==> config.mk <==
export PLATFORM = sky130hd
export DESIGN_NAME = fetch_predict_unit_flat
export DESIGN_NICKNAME = d
export VERILOG_FILES = /design/src/rtl/fetch_predict_unit_if.sv /design/src/rtl/fetch_predict_unit.sv /design/src/flat_wrapper.sv
export SDC_FILE = /design/constraint.sdc
export NUM_CORES = 2
export LEC_CHECK = 0
export ABC_CLOCK_PERIOD_IN_PS = 17000
export CAP_MARGIN = 20
export CORE_ASPECT_RATIO = 1.1
export CORE_UTILIZATION = 30
export CTS_BUF_LIST = sky130_fd_sc_hd__clkbuf_8
export DETAILED_ROUTE_END_ITERATION = 6
export GPL_ROUTABILITY_DRIVEN = 0
export GPL_TIMING_DRIVEN = 0
export HOLD_SLACK_MARGIN = 0.02
export PLACE_DENSITY = 0.42
export SYNTH_ARGS = -nofsm -noshare
export SYNTH_HDL_FRONTEND = slang
export SYNTH_SLANG_ARGS = --single-unit
==> constraint.sdc <==
create_clock -name clk_in -period 17 [get_ports clk_in]
set_input_delay 3.4 -clock clk_in [delete_from_list [all_inputs] [get_ports clk_in]]
set_output_delay 3.4 -clock clk_in [all_outputs]
set_load 0.02 [all_outputs]
==> src/rtl/fetch_predict_unit_if.sv <==
// Signal bundle between the fetch/predict stage and its memory, dispatch and ROB neighbours.
// The master modport is the fetch stage; the slave modport is its environment.
interface fetch_predict_unit_if;
    logic        rdy_in;
    logic        fetch_req_out;
    logic [31:0] fetch_pc_out;
    logic        fetch_done_in;
    logic [31:0] fetch_ins_in;
    logic        rob_full_in;
    logic        rs_full_in;
    logic        lsb_full_in;
    logic        ins_to_rob_out;
    logic        ins_to_rs_out;
    logic        ins_to_lsb_out;
    logic [31:0] disp_ins_out;
    logic [31:0] disp_pc_out;
    logic        disp_pred_out;
    logic        rob_commit_in;
    logic        rob_is_branch_in;
    logic [31:0] rob_pc_in;
    logic        rob_taken_in;
    logic        rob_redirect_in;
    logic [31:0] rob_target_in;
    logic        roll_back_out;

    modport master (
        input  rdy_in, fetch_done_in, fetch_ins_in, rob_full_in, rs_full_in, lsb_full_in,
               rob_commit_in, rob_is_branch_in, rob_pc_in, rob_taken_in, rob_redirect_in,
               rob_target_in,
        output fetch_req_out, fetch_pc_out, ins_to_rob_out, ins_to_rs_out, ins_to_lsb_out,
               disp_ins_out, disp_pc_out, disp_pred_out, roll_back_out
    );

    modport slave (
        output rdy_in, fetch_done_in, fetch_ins_in, rob_full_in, rs_full_in, lsb_full_in,
               rob_commit_in, rob_is_branch_in, rob_pc_in, rob_taken_in, rob_redirect_in,
               rob_target_in,
        input  fetch_req_out, fetch_pc_out, ins_to_rob_out, ins_to_rs_out, ins_to_lsb_out,
               disp_ins_out, disp_pc_out, disp_pred_out, roll_back_out
    );
endinterface

==> src/rtl/fetch_predict_unit.sv <==
// Fetch stage: PC generation, fetch handshake, pre-decode with a 2-bit BHT, instruction queue
// and single-issue dispatch to ROB plus RS or LSB; flushed and redirected by ROB commit.
module fetch_predict_unit #(
    parameter int          DEPTH       = 16,
    parameter int          BHT_ENTRIES = 64,
    parameter logic [31:0] RESET_PC    = 32'h0
) (
    input  logic                 clk_in,
    input  logic                 rst_in,
    fetch_predict_unit_if.master bus
);
    localparam int          PW        = $clog2(DEPTH);
    localparam int          BW        = $clog2(BHT_ENTRIES);
    localparam logic [PW:0] DEPTH_CNT = (PW+1)'(DEPTH);

    localparam logic [6:0] OP_JAL  = 7'b1101111;
    localparam logic [6:0] OP_JALR = 7'b1100111;
    localparam logic [6:0] OP_BR   = 7'b1100011;
    localparam logic [6:0] OP_LD   = 7'b0000011;
    localparam logic [6:0] OP_ST   = 7'b0100011;

    typedef enum logic [1:0] {IDLE = 2'd0, WAIT = 2'd1, DRAIN = 2'd2} state_t;
    state_t state_reg, state_next;

    logic [31:0]   pc_reg;
    logic          halt_reg;
    logic [PW-1:0] head_reg, tail_reg;
    logic [PW:0]   count_reg;
    logic          roll_back_reg;
    logic          fetch_req;

    logic [31:0] q_ins  [DEPTH];
    logic [31:0] q_pc   [DEPTH];
    logic        q_pred [DEPTH];
    logic [1:0]  bht_reg  [BHT_ENTRIES];
    logic [1:0]  bht_next [BHT_ENTRIES];

    logic          redirect_req, redirect, done, push, pop, empty;
    logic [31:0]   ins, imm_j, imm_b, pc_next;
    logic          pred_bit, is_jalr;
    logic [1:0]    bht_ctr;
    logic [6:0]    head_op;
    logic          head_ls, target_full;
    logic          bht_upd;
    logic [BW-1:0] upd_idx;
    logic [1:0]    upd_old, upd_new;
    logic          unused_pc_bits;

    assign redirect_req = bus.rob_commit_in & bus.rob_redirect_in;
    assign redirect     = bus.rdy_in & redirect_req;
    assign done         = bus.rdy_in & bus.fetch_done_in;
    assign push         = (state_reg == WAIT) & done & ~redirect_req;
    assign empty        = (count_reg == '0);

    // Pre-decode of the returning word; the BHT read sees the pre-update counter value.
    assign ins     = bus.fetch_ins_in;
    assign imm_j   = {{12{ins[31]}}, ins[19:12], ins[20], ins[30:21], 1'b0};
    assign imm_b   = {{20{ins[31]}}, ins[7], ins[30:25], ins[11:8], 1'b0};
    assign bht_ctr = bht_reg[pc_reg[BW+1:2]];

    always_comb begin
        pc_next  = pc_reg + 32'd4;
        pred_bit = 1'b0;
        is_jalr  = 1'b0;
        case (ins[6:0])
            OP_JAL: begin
                pc_next  = pc_reg + imm_j;
                pred_bit = 1'b1;
            end
            OP_BR: begin
                pred_bit = bht_ctr[1];
                if (bht_ctr[1]) pc_next = pc_reg + imm_b;
            end
            OP_JALR: is_jalr = 1'b1;
            default: ;
        endcase
    end

    always_ff @(posedge clk_in or negedge rst_in) begin
        if (!rst_in) state_reg <= IDLE;
        else if (bus.rdy_in) state_reg <= state_next;
    end

    always_comb begin
        state_next = state_reg;
        case (state_reg)
            IDLE:    if (!redirect && !halt_reg && count_reg < DEPTH_CNT) state_next = WAIT;
            WAIT:    if (redirect) state_next = done ? IDLE : DRAIN;
                     else if (done) state_next = IDLE;
            DRAIN:   if (done) state_next = IDLE;
            default: state_next = IDLE;
        endcase
    end

    always_comb begin
        fetch_req = 1'b0;
        if (state_reg == WAIT) fetch_req = 1'b1;
    end

    always_ff @(posedge clk_in or negedge rst_in) begin
        if (!rst_in) begin
            pc_reg        <= RESET_PC;
            halt_reg      <= 1'b0;
            head_reg      <= '0;
            tail_reg      <= '0;
            count_reg     <= '0;
            roll_back_reg <= 1'b0;
        end else if (bus.rdy_in) begin
            roll_back_reg <= redirect;
            if (redirect) begin
                pc_reg    <= bus.rob_target_in;
                halt_reg  <= 1'b0;
                head_reg  <= '0;
                tail_reg  <= '0;
                count_reg <= '0;
            end else begin
                if (push) begin
                    tail_reg <= tail_reg + 1'b1;
                    pc_reg   <= pc_next;
                    if (is_jalr) halt_reg <= 1'b1;
                end
                if (pop) head_reg <= head_reg + 1'b1;
                if (push && !pop) count_reg <= count_reg + 1'b1;
                else if (!push && pop) count_reg <= count_reg - 1'b1;
            end
        end else begin
            roll_back_reg <= 1'b0;
        end
    end

    always_ff @(posedge clk_in) begin
        if (push) begin
            q_ins[tail_reg]  <= ins;
            q_pc[tail_reg]   <= pc_reg;
            q_pred[tail_reg] <= pred_bit;
        end
    end

    assign bht_upd = bus.rob_commit_in & bus.rob_is_branch_in;
    assign upd_idx = bus.rob_pc_in[BW+1:2];
    assign upd_old = bht_reg[upd_idx];
    assign unused_pc_bits = ^{bus.rob_pc_in[31:BW+2], bus.rob_pc_in[1:0]};

    always_comb begin
        upd_new = upd_old;
        if (bus.rob_taken_in) begin
            if (upd_old != 2'b11) upd_new = upd_old + 2'd1;
        end else if (upd_old != 2'b00) begin
            upd_new = upd_old - 2'd1;
        end
    end

    generate
        for (genvar gi = 0; gi < BHT_ENTRIES; gi++) begin : g_bht
            assign bht_next[gi] = (bht_upd && upd_idx == BW'(gi)) ? upd_new : bht_reg[gi];
        end
    endgenerate

    always_ff @(posedge clk_in or negedge rst_in) begin
        if (!rst_in) begin
            for (int i = 0; i < BHT_ENTRIES; i++) bht_reg[i] <= 2'b01;
        end else if (bus.rdy_in) begin
            for (int i = 0; i < BHT_ENTRIES; i++) bht_reg[i] <= bht_next[i];
        end
    end

    // Dispatch is purely combinational from the head slot; no bypass of a stalled head.
    assign head_op     = q_ins[head_reg][6:0];
    assign head_ls     = (head_op == OP_LD) || (head_op == OP_ST);
    assign target_full = head_ls ? bus.lsb_full_in : bus.rs_full_in;
    assign pop         = bus.rdy_in & ~empty & ~bus.rob_full_in & ~target_full & ~redirect_req;

    assign bus.fetch_req_out  = fetch_req;
    assign bus.fetch_pc_out   = pc_reg;
    assign bus.ins_to_rob_out = pop;
    assign bus.ins_to_rs_out  = pop & ~head_ls;
    assign bus.ins_to_lsb_out = pop & head_ls;
    assign bus.disp_ins_out   = empty ? 32'h0 : q_ins[head_reg];
    assign bus.disp_pc_out    = empty ? 32'h0 : q_pc[head_reg];
    assign bus.disp_pred_out  = empty ? 1'b0 : q_pred[head_reg];
    assign bus.roll_back_out  = roll_back_reg;
endmodule
==> src/flat_wrapper.sv <==
// flat-port wrapper written by rule: the top's interface ports become plain ports
module fetch_predict_unit_flat 
#(
    parameter int          DEPTH       = 16,
    parameter int          BHT_ENTRIES = 64,
    parameter logic [31:0] RESET_PC    = 32'h0
)
  (clk_in, rst_in, bus_rdy_in, bus_fetch_done_in, bus_fetch_ins_in, bus_rob_full_in, bus_rs_full_in, bus_lsb_full_in, bus_rob_commit_in, bus_rob_is_branch_in, bus_rob_pc_in, bus_rob_taken_in, bus_rob_redirect_in, bus_rob_target_in, bus_fetch_req_out, bus_fetch_pc_out, bus_ins_to_rob_out, bus_ins_to_rs_out, bus_ins_to_lsb_out, bus_disp_ins_out, bus_disp_pc_out, bus_disp_pred_out, bus_roll_back_out);
  fetch_predict_unit_if bus_i ();
  input  logic clk_in;
  input  logic rst_in;
  input wire logic [$bits(bus_i.rdy_in)-1:0] bus_rdy_in;
  input wire logic [$bits(bus_i.fetch_done_in)-1:0] bus_fetch_done_in;
  input wire logic [$bits(bus_i.fetch_ins_in)-1:0] bus_fetch_ins_in;
  input wire logic [$bits(bus_i.rob_full_in)-1:0] bus_rob_full_in;
  input wire logic [$bits(bus_i.rs_full_in)-1:0] bus_rs_full_in;
  input wire logic [$bits(bus_i.lsb_full_in)-1:0] bus_lsb_full_in;
  input wire logic [$bits(bus_i.rob_commit_in)-1:0] bus_rob_commit_in;
  input wire logic [$bits(bus_i.rob_is_branch_in)-1:0] bus_rob_is_branch_in;
  input wire logic [$bits(bus_i.rob_pc_in)-1:0] bus_rob_pc_in;
  input wire logic [$bits(bus_i.rob_taken_in)-1:0] bus_rob_taken_in;
  input wire logic [$bits(bus_i.rob_redirect_in)-1:0] bus_rob_redirect_in;
  input wire logic [$bits(bus_i.rob_target_in)-1:0] bus_rob_target_in;
  output wire logic [$bits(bus_i.fetch_req_out)-1:0] bus_fetch_req_out;
  output wire logic [$bits(bus_i.fetch_pc_out)-1:0] bus_fetch_pc_out;
  output wire logic [$bits(bus_i.ins_to_rob_out)-1:0] bus_ins_to_rob_out;
  output wire logic [$bits(bus_i.ins_to_rs_out)-1:0] bus_ins_to_rs_out;
  output wire logic [$bits(bus_i.ins_to_lsb_out)-1:0] bus_ins_to_lsb_out;
  output wire logic [$bits(bus_i.disp_ins_out)-1:0] bus_disp_ins_out;
  output wire logic [$bits(bus_i.disp_pc_out)-1:0] bus_disp_pc_out;
  output wire logic [$bits(bus_i.disp_pred_out)-1:0] bus_disp_pred_out;
  output wire logic [$bits(bus_i.roll_back_out)-1:0] bus_roll_back_out;
  assign bus_i.rdy_in = bus_rdy_in;
  assign bus_i.fetch_done_in = bus_fetch_done_in;
  assign bus_i.fetch_ins_in = bus_fetch_ins_in;
  assign bus_i.rob_full_in = bus_rob_full_in;
  assign bus_i.rs_full_in = bus_rs_full_in;
  assign bus_i.lsb_full_in = bus_lsb_full_in;
  assign bus_i.rob_commit_in = bus_rob_commit_in;
  assign bus_i.rob_is_branch_in = bus_rob_is_branch_in;
  assign bus_i.rob_pc_in = bus_rob_pc_in;
  assign bus_i.rob_taken_in = bus_rob_taken_in;
  assign bus_i.rob_redirect_in = bus_rob_redirect_in;
  assign bus_i.rob_target_in = bus_rob_target_in;
  assign bus_fetch_req_out = bus_i.fetch_req_out;
  assign bus_fetch_pc_out = bus_i.fetch_pc_out;
  assign bus_ins_to_rob_out = bus_i.ins_to_rob_out;
  assign bus_ins_to_rs_out = bus_i.ins_to_rs_out;
  assign bus_ins_to_lsb_out = bus_i.ins_to_lsb_out;
  assign bus_disp_ins_out = bus_i.disp_ins_out;
  assign bus_disp_pc_out = bus_i.disp_pc_out;
  assign bus_disp_pred_out = bus_i.disp_pred_out;
  assign bus_roll_back_out = bus_i.roll_back_out;
  fetch_predict_unit #(.DEPTH(DEPTH), .BHT_ENTRIES(BHT_ENTRIES), .RESET_PC(RESET_PC)) u_core (.clk_in(clk_in), .rst_in(rst_in), .bus(bus_i));
endmodule
==> impl_metrics.sql <==
INSERT INTO impl_metrics (metric_group, metric, value, unit) VALUES
('setup_path', 'critical-path-max-stage-delay', '0.69', 'ns'),
('setup_path', 'cp_cell_sequence', 'clkdlybuf4s50_1 -> clkbuf_1 -> nand2_1 -> nor4_1 -> nand4_1 -> nand2_1 -> clkdlybuf4s50_1', ''),
('power_and_ir_drop', 'total_leakage_power', '20.5', 'nW'),
('clock_tree', 'clock_tree.htree_level_count', '4', ''),
('placement', 'buffer_ports.inserted', '180', ''),
('clock_tree', 'clk_latency', '0.94', 'ns'),
('timing', 'grt_setup_unrepaired', 'no', ''),
('floorplanning', 'die-area', '0.176', 'mm2'),
('clock_tree', 'cts_setup_buffers', '0', ''),
('clock_tree', 'clock_path_buffers', '3', ''),
('grt', 'grt_use_total', '19.4', '%'),
('drt', 'route.vias.total', '29991', ''),
('drt', 'drt-wirelength-per-cell', '29.2', 'um'),
('drt', 'ant_nets', '0', ''),
('floorplanning', 'floorplan.rows', '160', ''),
('floorplanning', 'floorplan.initialDensity', '30.2', '%'),
('drt', 'remaining_drc_errors', '0', ''),
('cells_and_area', 'layout-drive-gt1-share', '28.0', '%'),
('clock_tree', 'clk_pin_slew_worst_paths', '0.06', 'ns'),
('cells_and_area', 'area_growth', '20.2', '%'),
('setup_path', 'critPathKind', 'in2out', ''),
('cells_and_area', 'design.final.nets', '3544', ''),
('timing', 'layout_min_cycle_time', '9.93', 'ns'),
('yosys', 'synthesis.nets', '3017', ''),
('floorplanning', 'die_height', '439', 'um'),
('timing', 'max_slew_headroom', '21.2', '%'),
('clock_tree', 'cts_repair_resize_count', '0', ''),
('run_status', 'outcome', 'completed', ''),
('timing', 'final_period_util', '58.4', '%'),
('timing', 'max_freq', '101', 'MHz'),
('yosys', 'cell_area_after_synthesis', '0.0522', 'mm2'),
('timing', 'finalSetupTns', '0', 'ns'),
('clock_tree', 'numCtsBuffers', '203', ''),
('setup_path', 'worstPathRequired', '13.60', 'ns'),
('setup_path', 'crit_path_start_kind', 'input port', ''),
('setup_path', 'crit_path_arrival_time', '6.53', 'ns'),
('clock_tree', 'root_buffer_selected_by_cts', 'clkbuf_8', ''),
('cells_and_area', 'final_util', '36.3', '%'),
('power_and_ir_drop', 'power_density', '144', 'mW/mm2'),
('timing', 'whs', '0.501', 'ns'),
('yosys', 'synth_seq_area_share', '68.5', '%'),
('grt', 'grt_first_pass_wirelength', '238', 'mm'),
('grt', 'antenna_found_initial', '12', ''),
('yosys', 'ys_ff_latch', '1217', ''),
('yosys', 'synth-edff-count', '1040', ''),
('yosys', 'synth.lib_cells_used.distinct', '67', ''),
('drt', 'first_pass_iters', '5', ''),
('setup_path', 'worst_setup_path_end_kind', 'output pin', ''),
('cells_and_area', 'layoutNonFillerInstCount', '5822', ''),
('setup_path', 'critical_path_peak_fanout', '10', ''),
('grt', 'largest_net_degree_at_the_start_of_global_routing', '97', ''),
('placement', 'dp_cells', '5428', ''),
('timing', 'worstMarginPinSlew', '1.18', 'ns'),
('drt', 'vias_per_cell', '5.15', ''),
('yosys', 'postSynth.topFlopCell', 'edfxtp_1', ''),
('grt', 'first_global_vias', '31514', ''),
('timing', 'finalHoldViolCount', '0', ''),
('clock_tree', 'tritoncts', 'done', ''),
('yosys', 'syn_avg_cell_area', '18.3', 'um2'),
('clock_tree', 'numClockSinks', '1217', ''),
('floorplanning', 'die_width', '400', 'um'),
('grt', 'globalRoute.totalOverflow', '0', ''),
('floorplanning', 'core_area', '0.173', 'mm2'),
('floorplanning', 'boundaryPins', '209', ''),
('run', 'max_cap_violations', '0', ''),
('power_and_ir_drop', 'vdd_ir_drop_max', '0.0000693', 'V'),
('yosys', 'netlist_instances', '2853', ''),
('min_path', 'worst_hold_path_type', 'reg2reg', ''),
('yosys', 'ys_async_sr_fraction', '14.5', '%'),
('drt', 'first_drt_iteration_drcs', '2331', ''),
('cells_and_area', 'layout_commonest_cell', 'edfxtp_1', ''),
('setup_path', 'slowest_stage', 'clkdlybuf4s50_1', ''),
('drt', 'drt-total-wl', '170', 'mm'),
('cells_and_area', 'most-common-layout-cells', 'edfxtp_1, mux4_2, clkbuf_8, clkdlybuf4s50_1, nand2_1', ''),
('clock_tree', 'cts.hold.buffers_added', '0', ''),
('yosys', 'yosys_warnings', '0', ''),
('timing', 'final-max-slew-violation-count', '0', ''),
('timing', 'worst_clock_skew', '0.0677', 'ns'),
('timing', 'final-setup-viol-count', '0', ''),
('placement', 'post-dp-hpwl', '119', 'mm');
==> layer usage <==
layer	track usage, %	vias up	share of wire (%)
met1	25.1	16050	42
met3	3.90	257	5.5
met5	0	-	0.049
met4	6.14	14	2.8
li1	-	12683	-
met2	32.5	987	50
==> metrics by stage <==
stage	total power [W]	instance area, um2	setup slack, ns
finish	0.00906	62700	7.07
global route	0.00946	62700	7.01
CTS	0.00917	62500	7.17
detailed placement	0.00668	58700	7.17
global placement	0.00657	56800	-2.21
floorplan	0.00534	52200	7.34
==> worst max-delay path, delay by kind of cell <==
family        cells  cell delay, ns
buf+inv           3            1.89
simple gates      4            1.23
==> where the power goes <==
group | leakage, nW | internal [W] | total [W] | switching, W
sequential | 11.5 | 0.00345 | 0.00368 | 0.000235
combinational | 6.86 | 0.00131 | 0.00292 | 0.00161
clock | 2.20 | 0.00126 | 0.00246 | 0.00120
==> synth_stat cells (4+ instances only) <==
cell,n,area (um2)
edfxtp_1,1040,31200
mux4_2,385,8670
nand2_1,158,593
dfrtp_1,113,2830
clkbuf_1,111,417
nor2_1,100,375
o21ai_0,99,495
mux2_2,95,1070
a21oi_1,84,420
nor2b_1,76,475
dfstp_2,64,1680
ha_1,54,676
xnor2_1,40,350
nor3_1,35,175
buf_1,34,128
nand3_1,32,160
a21o_1,31,233
inv_1,26,97.6
xor2_1,26,228
and3_1,19,119
nand4_1,17,106
o211ai_1,17,128
o22ai_1,16,100
a211oi_1,14,105
buf_2,13,65.1
and2_1,12,75.1
nand2b_1,12,75.1
a221oi_1,9,78.8
o221ai_1,9,78.8
mux2i_1,8,80.1
a22oi_1,7,52.6
a31oi_1,7,43.8
or3_1,7,43.8
o21bai_1,6,45.0
nor4_1,5,31.3
o21a_1,5,37.5
o31ai_1,5,37.5
or2_2,5,31.3
a221o_1,4,40.0
nor3b_1,4,30.0
o2111ai_1,4,35.0
==> kinds of logic (layout without fill, tap and decap cells) <==
logic type                 count (synthesis)  after routing  share of synthesized area (%)
DFF                                     1217           1217                           68.5
adders and majority gates                 58             58                           1.43
buffers and inverters                    192            890                           1.48
muxes                                    488            488                           18.8
xor gates and xnor gates                  66             66                           1.11
and+or+nand+nor                          489            489                           4.50
AOI/OAI and AO/OA                        343            343                           4.15
other                                      0              3                              0
==> cell type report <==
type	instances	area, um2
tap	2268	2840
buffer	164	668
fill	16176	110000
antenna	3	7.51
timing repair buffer	322	3810
clock buffer	222	3060
sequential	1217	35700
clock inverter	154	746
inverter	28	105
multi-input combinational	1444	15700
==> worst paths after layout <==
check / to / start / slack (ns) / cells past startpoint
hold reg to reg: u_core.halt_reg / u_core.halt_reg / 0.50 / 2
hold / removal: u_core.halt_reg / u_core.halt_reg / 0.50 / 2
setup / recovery: bus_ins_to_rob_out / bus_rdy_in / 7.07 / 7
setup reg to reg: u_core.bus.fetch_pc_out[25] / u_core.bus.fetch_pc_out[2] / 11.62 / 14
min in group asynchronous: u_core.bht_reg[41] / rst_in / 2.53 / 1
max in group asynchronous: u_core.head_reg[1] / rst_in / 13.49 / 2
Power figures use the tool's default switching activity.
==> RTL change: new RTL, same settings <==
`BHT_ENTRIES` is set to 64 in 2 places; all go to 32.
--- a/src/rtl/fetch_predict_unit.sv
+++ b/src/rtl/fetch_predict_unit.sv
@@ -3,5 +3,5 @@
 module fetch_predict_unit #(
     parameter int          DEPTH       = 16,
-    parameter int          BHT_ENTRIES = 64,
+    parameter int          BHT_ENTRIES = 32,
     parameter logic [31:0] RESET_PC    = 32'h0
 ) (
--- a/src/flat_wrapper.sv
+++ b/src/flat_wrapper.sv
@@ -3,5 +3,5 @@
 #(
     parameter int          DEPTH       = 16,
-    parameter int          BHT_ENTRIES = 64,
+    parameter int          BHT_ENTRIES = 32,
     parameter logic [31:0] RESET_PC    = 32'h0
 )
Check against the original RTL: not equivalent (Yosys sat finds a counterexample within 4 cycles, from zero or initial values and one cycle with rst_in low).
==> RTL change against the unedited design <==
- global-route usage fell by 0.77 points
- first-iteration DRC count is 10% lower
- total power shrank 6.2%
- hold slack improved by 0.022 ns
- routed wire length decreased by 9.5%
- design area shrank 7.3%
- area after synthesis fell by 5.8%
- critical path depth did not move
- utilization down 0.54 points
- worst setup slack gained 0.35 ns
- sequential cell count down 64
- count of clock-buffer cells in the layout fell by 19
==> RTL change: results (changes against the unedited design) <==
synth_area_leaders: "edfxtp_1 (64%), mux4_2 (15%), dfrtp_1 (4.1%)"
grt_pass1_vias: 29400  # -6.8%
placed_cells: 5000  # -7.9%
pre_cts_slack_ns: 7.40  # +0.230 ns
clk_latency_ns: 0.92  # -0.02 ns
cts_buffers: 192  # -5.4%
grt_pass1_wl_mm: 218  # -8.7%
wire_per_inst_um: 28.7  # -1.5%
synth_top_cells_by_count: "edfxtp_1 (1040), mux4_2 (327), nand2_1 (111)"
crit_arrival_ns: 6.19  # -0.34 ns
dp_hpwl_mm: 101  # -15%
p_leak_nw: 18.8  # -8.7%
synthDistinctLibCells: 78  # +16%
port_buffers: 179  # -0.56%
dpl_cell_area_mm2: 0.0545  # -7.2%
status: "completed"
ys.flop_type: "edfxtp_1"
yosysSeqAreaShare_pct: 69.4  # +0.89 points
cts_setup_buffers: 0  # unchanged
pwr-share-comb_pct: 30.6  # -1.7 points
ir_drop_uv: 78.0  # +13%
clockBufferDepth: 3  # unchanged
first_pass_iters: 7  # +2
slowest_delay_ns: 0.65  # -0.04 ns
grt_usage_pct: 18.6  # -0.77 points
worst-path-max-fanout: 10  # unchanged
ant_nets: 0  # unchanged
nets: 3241  # -8.5%
clock_power_mw: 2.36  # -4%
synth_fp_nets: 2830  # -6.2%
grt_max_degree: 61  # -37%
finClkSkew_ns: 0.0525  # -0.0152 ns
final.fill_count: 15200  # -5.9%
switching_share_pct: 33.5  # -0.11 points
htree_levels: 4  # unchanged
critPathTopFamily: "buffers and inverters"
vias_per_cell: 5.17  # +0.34%
fin_cells: 5354  # -8.0%
max_slew_margin_pct: 25.7  # +4.5 points
finalPower_mw: 8.50  # -6.2%
drive_above_1_share_pct: 24.1  # -4.0 points
drt_iter0_drc: 2097  # -10%
syn_inst: 2666  # -6.6%
slowest_stage: "clkdlybuf4s50_1"
synthArstFlopShare_pct: 9.80  # -4.7 points
antenna_found_initial: 20  # +8
## RTL change: path summary, 6_finish.rpt
check / start / end / slack [ns] / cells past startpoint
setup / recovery: bus_rdy_in / bus_ins_to_rob_out / 7.41 / 7
hold / removal: u_core.state_reg[0]$_DFFE_PN0P_ / u_core.state_reg[0]$_DFFE_PN0P_ / 0.52 / 1
setup reg to reg: u_core.state_reg[1]$_DFFE_PN0P_ / u_core.count_reg[4]$_DFFE_PN0P_ / 11.37 / 16
max in group asynchronous: rst_in / u_core.bus.fetch_pc_out[13]$_DFFE_PN0P_ / 13.77 / 2
min in group asynchronous: rst_in / u_core.bus.roll_back_out$_DFF_PN0_ / 2.44 / 1
hold reg to reg: u_core.state_reg[0]$_DFFE_PN0P_ / u_core.state_reg[0]$_DFFE_PN0P_ / 0.52 / 1
## RTL change: logic make-up (layout without fill, tap and decap cells)
logic type / Yosys count / after routing / share of synthesized area, %
xor+xnor: 56 / 56 / 0.998
flops: 1153 / 1153 / 69.4
mux: 436 / 436 / 17.4
compound gates: 342 / 342 / 4.64
simple gates: 449 / 449 / 4.53
fa+ha+maj: 59 / 59 / 1.54
other cells: 0 / 3 / 0
buf+inv: 171 / 737 / 1.52
## RTL change: layout make-up
cell class              count  area, um2  share of cell area, %
repair buffers            217       2640                   4.55
clock inverters           146        837                   1.44
clock buffers             203       2790                   4.81
plain buffers             143        642                   1.10
inverters                  28        105                  0.181
diodes                      3       7.51                 0.0129
multi-input cells        1342      14300                   24.7
flip-flops and latches   1153      34100                   58.7
well taps                2119       2650                   4.56
## RTL change: routing by layer
layer / track usage [%] / vias to the layer above / share of wire, %
li1: - / 11800 / -
met1: 23.6 / 14700 / 42
met2: 31.0 / 849 / 49
met3: 4.39 / 274 / 5.9
met4: 6.49 / 32 / 3.1
met5: 0 / - / 0.14
